--- src/rtl/button_conditioner.sv ---
// Conditions one raw active-low pushbutton: 2-flop synchroniser, counter debounce,
// single-cycle press/release strobes and hold-to-auto-repeat.
module button_conditioner #(
  parameter int DEBOUNCE_CYC = 1000000,
  parameter int HOLD_CYC     = 25000000,
  parameter int REPEAT_CYC   = 5000000,
  parameter bit REPEAT_EN    = 1'b1
) (
  input  logic clk,
  input  logic rst_n,
  input  logic button_n,
  output logic pressed,
  output logic press_pulse,
  output logic release_pulse,
  output logic repeat_pulse,
  output logic held_long
);

  localparam int MAX_AB  = (DEBOUNCE_CYC > HOLD_CYC) ? DEBOUNCE_CYC : HOLD_CYC;
  localparam int MAX_CYC = (MAX_AB > REPEAT_CYC) ? MAX_AB : REPEAT_CYC;
  localparam int CW      = $clog2(MAX_CYC);

  localparam logic [CW-1:0] DEB_LAST  = CW'(DEBOUNCE_CYC - 1);
  localparam logic [CW-1:0] HOLD_LAST = CW'(HOLD_CYC - 1);
  localparam logic [CW-1:0] REP_LAST  = CW'(REPEAT_CYC - 1);

  typedef enum logic [1:0] {
    ST_IDLE,
    ST_DELAY,
    ST_REPEAT,
    ST_HOLD
  } state_t;

  logic          sync1_reg, sync2_reg;
  logic          pressed_reg, pressed_next;
  logic [CW-1:0] dcnt_reg, dcnt_next;
  logic          accept_press, accept_release;

  state_t        state_reg, state_next;
  logic [CW-1:0] rcnt_reg, rcnt_next;
  logic          repeat_next, held_next;

  logic          press_pulse_reg, release_pulse_reg;
  logic          repeat_pulse_reg, held_long_reg;

  // Debounce: sync2 is active-low, so it agrees with the accepted level when the two differ.
  always_comb begin
    pressed_next   = pressed_reg;
    dcnt_next      = dcnt_reg;
    accept_press   = 1'b0;
    accept_release = 1'b0;
    if (sync2_reg != pressed_reg) begin
      dcnt_next = '0;
    end else if (dcnt_reg == DEB_LAST) begin
      pressed_next   = ~pressed_reg;
      dcnt_next      = '0;
      accept_press   = ~pressed_reg;
      accept_release = pressed_reg;
    end else begin
      dcnt_next = dcnt_reg + 1'b1;
    end
  end

  // Repeat FSM; an accepted release overrides whatever the current state wants.
  always_comb begin
    state_next  = state_reg;
    rcnt_next   = rcnt_reg;
    repeat_next = 1'b0;
    if (accept_release) begin
      state_next = ST_IDLE;
      rcnt_next  = '0;
    end else begin
      case (state_reg)
        ST_IDLE: begin
          if (accept_press) begin
            repeat_next = 1'b1;
            rcnt_next   = '0;
            state_next  = REPEAT_EN ? ST_DELAY : ST_HOLD;
          end
        end
        ST_DELAY: begin
          if (rcnt_reg == HOLD_LAST) begin
            repeat_next = 1'b1;
            rcnt_next   = '0;
            state_next  = ST_REPEAT;
          end else begin
            rcnt_next = rcnt_reg + 1'b1;
          end
        end
        ST_REPEAT: begin
          if (rcnt_reg == REP_LAST) begin
            repeat_next = 1'b1;
            rcnt_next   = '0;
          end else begin
            rcnt_next = rcnt_reg + 1'b1;
          end
        end
        ST_HOLD: begin
          rcnt_next = rcnt_reg;
        end
        default: begin
          state_next = ST_IDLE;
          rcnt_next  = '0;
        end
      endcase
    end
    held_next = (state_next == ST_REPEAT);
  end

  always_ff @(posedge clk or negedge rst_n) begin
    if (!rst_n) begin
      sync1_reg         <= 1'b1;
      sync2_reg         <= 1'b1;
      pressed_reg       <= 1'b0;
      dcnt_reg          <= '0;
      state_reg         <= ST_IDLE;
      rcnt_reg          <= '0;
      press_pulse_reg   <= 1'b0;
      release_pulse_reg <= 1'b0;
      repeat_pulse_reg  <= 1'b0;
      held_long_reg     <= 1'b0;
    end else begin
      sync1_reg         <= button_n;
      sync2_reg         <= sync1_reg;
      pressed_reg       <= pressed_next;
      dcnt_reg          <= dcnt_next;
      state_reg         <= state_next;
      rcnt_reg          <= rcnt_next;
      press_pulse_reg   <= accept_press;
      release_pulse_reg <= accept_release;
      repeat_pulse_reg  <= repeat_next;
      held_long_reg     <= held_next;
    end
  end

  assign pressed       = pressed_reg;
  assign press_pulse   = press_pulse_reg;
  assign release_pulse = release_pulse_reg;
  assign repeat_pulse  = repeat_pulse_reg;
  assign held_long     = held_long_reg;

endmodule
--- config.mk ---
export PLATFORM = sky130hd
export DESIGN_NAME = button_conditioner
export DESIGN_NICKNAME = d
export VERILOG_FILES = /design/src/rtl/button_conditioner.sv
export SDC_FILE = /design/constraint.sdc
export NUM_CORES = 1
export LEC_CHECK = 0
export CELL_PAD_IN_SITES_DETAIL_PLACEMENT = 1
export CELL_PAD_IN_SITES_GLOBAL_PLACEMENT = 2
export CORE_MARGIN = 3
export CORE_UTILIZATION = 40
export CTS_CLUSTER_DIAMETER = 80
export DETAILED_ROUTE_END_ITERATION = 16
export GPL_ROUTABILITY_DRIVEN = 0
export PLACE_DENSITY_LB_ADDON = 0.1
export SLEW_MARGIN = 15
export SYNTH_ARGS = -nofsm -noshare
export SYNTH_HDL_FRONTEND = slang
export SYNTH_SLANG_ARGS = --single-unit
--- constraint.sdc ---
create_clock -name clk -period 3.3 [get_ports clk]
set_input_delay 0.495 -clock clk [delete_from_list [all_inputs] [get_ports clk]]
set_output_delay 0.495 -clock clk [all_outputs]
set_load 0.005 [all_outputs]
==> metrics.txt <==
outcome=completed; FF-to-FF End=rcnt_reg[22]; worst setup margin=0.699 ns; Routed WL=about 7600 um; number of synthesis warnings=0; unrepaired setup endpoints after global routing=no; Vias/cell=5.60; largest net degree at the start of global routing=34; Area Overhead vs Synth=13.6%; Die Y=94.6 um; Max VDD drop=approximately 0.0002 V; H-Tree Depth=3; post-synthesis sequential area ratio=47.1%; vias in the first global route=2,667; setup TNS=0 ns; Seq pwr share=48.3%; Fin. Hold Viols=0; # Max-Cap Violations=0; count of input and output buffers=7; CP max FO=13; Site Rows=31; most frequent cell after synthesis=dfrtp_1; fmax=385 MHz; pre-CTS WS=0.711 ns; CP Capture Type=flip-flop; DR WL/cell=16.9 um; arrival time worst endpoint=roughly 2.8 ns; Clock Tree Root=clkbuf_8; crit path kind=flip-flop to flip-flop; Avg Cell Area, Syn=between 9 and 10 sq um; CP Launch Type=flip-flop; PD cells=424 mW/mm^2; CTS tree=yes; clock-pin slew on the worst setup and hold paths=0.07 ns; total congestion overflow=0; Leak=1.50 nW; DRC=0; top cell type's share of synthesized area=45.4%; path depth of the worst reg2reg path=7; Post-DRT Antenna Nets=0; Slew @ Worst Pin=0.621 ns; diodes inserted=0; Logic pwr share=1.9%; Hold Path Class=primary input to asynchronous set/reset pin; width of the die=94.6 um; final count of pins violating max slew=0; EDFF count, synth=0; area leader, netlist=dfrtp_1; worst setup path start=rcnt_reg[16]; total track usage=a little under a fifth; R2R Setup Slk=0.70 ns; Vias=2,518; Max-slew headroom=between 50% and 60%; # IOs=8; Mapped Cells=330; Synth area leaders=dfrtp_1 45%, nor2_1 5.5%, xor2_1 4.5%; initial DRC count=121; clock network power share=between 40% and 50%; Mapped Area=0.00314 sq mm; library cells used by synthesis=between 40 and 50; worst-case clock buffer depth=2; reg2reg start=rcnt_reg[16]; ys async rst share=100%; Req. time, crit path=3.52 ns; Core ar.=0.00745 sq mm; detailed-router iteration count before antenna repair=4; Switch Pwr=around 310 uW; switch share=20.8%; antenna violations before repair=0; Resized cells post-CTS=0; Final nets=356; hpwl dp=5390 um; Internal Power=1.20 mW; Synth top cells by count=57 x dfrtp_1, 46 x nor2_1, 36 x nand2_1, 25 x nand3_1, 16 x xor2_1; share of layout cells above drive strength 1=10.8%; Tmin final=between 2 and 3 ns; final worst-path cycle share=78.8%; Syn Nets=340; CTS Hold Buffers Added=0; Num CTS Buffers=9; die area=0.00896 sq mm; final setup fails=0; CTS sink count=59; FF+latch count, synth=59; clock skew=between 0.01 and 0.015 ns; worst-skew pair later-pin latency=0.34 ns; first-pass GRT wire length=13,200 um; total setup buffers inserted after CTS=0; ys flop type=dfrtp_1; Starting Density=a little over two fifths
==> cell families (layout without fill, tap and decap cells) <==
kind of cell | count (synthesis) | in the layout | synth area share, %
adder cells (fa/ha/maj) | 7 | 7 | 2.79
flip-flops | 59 | 59 | 47.1
XOR/XNOR | 23 | 23 | 6.41
AND/OR/NAND/NOR | 169 | 169 | 27.7
AO/OA/AOI/OAI | 54 | 54 | 13.3
buffers and inverters | 18 | 39 | 2.67
==> metrics by stage <==
stage          hold slack, ns  area [sq um]  utilization (%)  power [mW]  std cells
2_1_floorplan           0.199          3140                -       0.754        330
3_3_place_gp            0.346          3340             44.9       0.776        434
3_5_place_dp            0.349          3340             44.9       0.777        434
4_1_cts                 0.174          3570             47.9        1.54        450
5_1_grt                 0.188          3570             47.9        1.57        450
6_report                0.163          3570             47.9        1.51        450
==> cell type report <==
cell class              count  area (sq um)
multi-input cells         253          1580
fillers                   888          3880
repair buffers             16           133
well taps                  99           124
clock buffers              12           155
flip-flops and latches     59          1480
clock inverters             4          72.6
inverters                   7          26.3
==> power groups by stage <==
stage	combinational, mW	clock [mW]	sequential [mW]
3_5_place_dp	0.0308	0	0.746
2_1_floorplan	0.00951	0	0.745
3_3_place_gp	0.0303	0	0.746
6_report	0.0290	0.754	0.732
4_1_cts	0.0310	0.779	0.732
5_1_grt	0.0342	0.808	0.732
==> layout by cell type, fill, tap and decap left out, drive strengths merged, types with 2 or more instances in the layout <==
master / n
dfrtp: 57
nor2: 46
nand2: 36
nand3: 25
xor2: 16
a22o: 12
clkbuf: 12
o21ai: 12
and3: 11
nand4: 10
buf: 10
o311ai: 8
inv: 7
xnor2: 7
a21o: 7
ha: 7
a21oi: 7
nor3: 6
clkdlybuf4s50: 6
or3: 5
and4: 5
nor4b: 4
nor4: 4
or4: 3
and2: 3
nor2b: 2
a31oi: 2
nand2b: 2
or2: 2
o2bb2ai: 2
bufinv: 2
dfstp: 2
==> critical path, stage by stage (launching register included) <==
cell	delay (ns)
dfrtp_1	0.44
or4_1	0.53
or4_4	0.50
o21ai_2	0.16
a21oi_2	0.15
buf_4	0.24
and2_4	0.23
a22o_1	0.21
==> layer usage <==
metal  track usage, %  up-vias  share of wire, %
met5                0        -                 0
met4             5.65        0               1.2
met3             4.54       10               2.3
met2             32.6       22                50
met1             23.8     1256                46
li1                 -     1230                 -
==> how the worst max path moves through the flow <==
| stage | end | slack [ns] | depth (start not counted) |
|---|---|---|---|
| floorplan | rcnt_reg[10] | 0.96 | 8 |
| finish | rcnt_reg[22] | 0.70 | 7 |
| global route | rcnt_reg[24] | 0.53 | 7 |
| detailed placement | rcnt_reg[10] | 0.71 | 7 |
| CTS | rcnt_reg[22] | 0.67 | 7 |
| global placement | rcnt_reg[21] | 0.75 | 8 |
No activity file was read; power rests on OpenSTA's default activity.
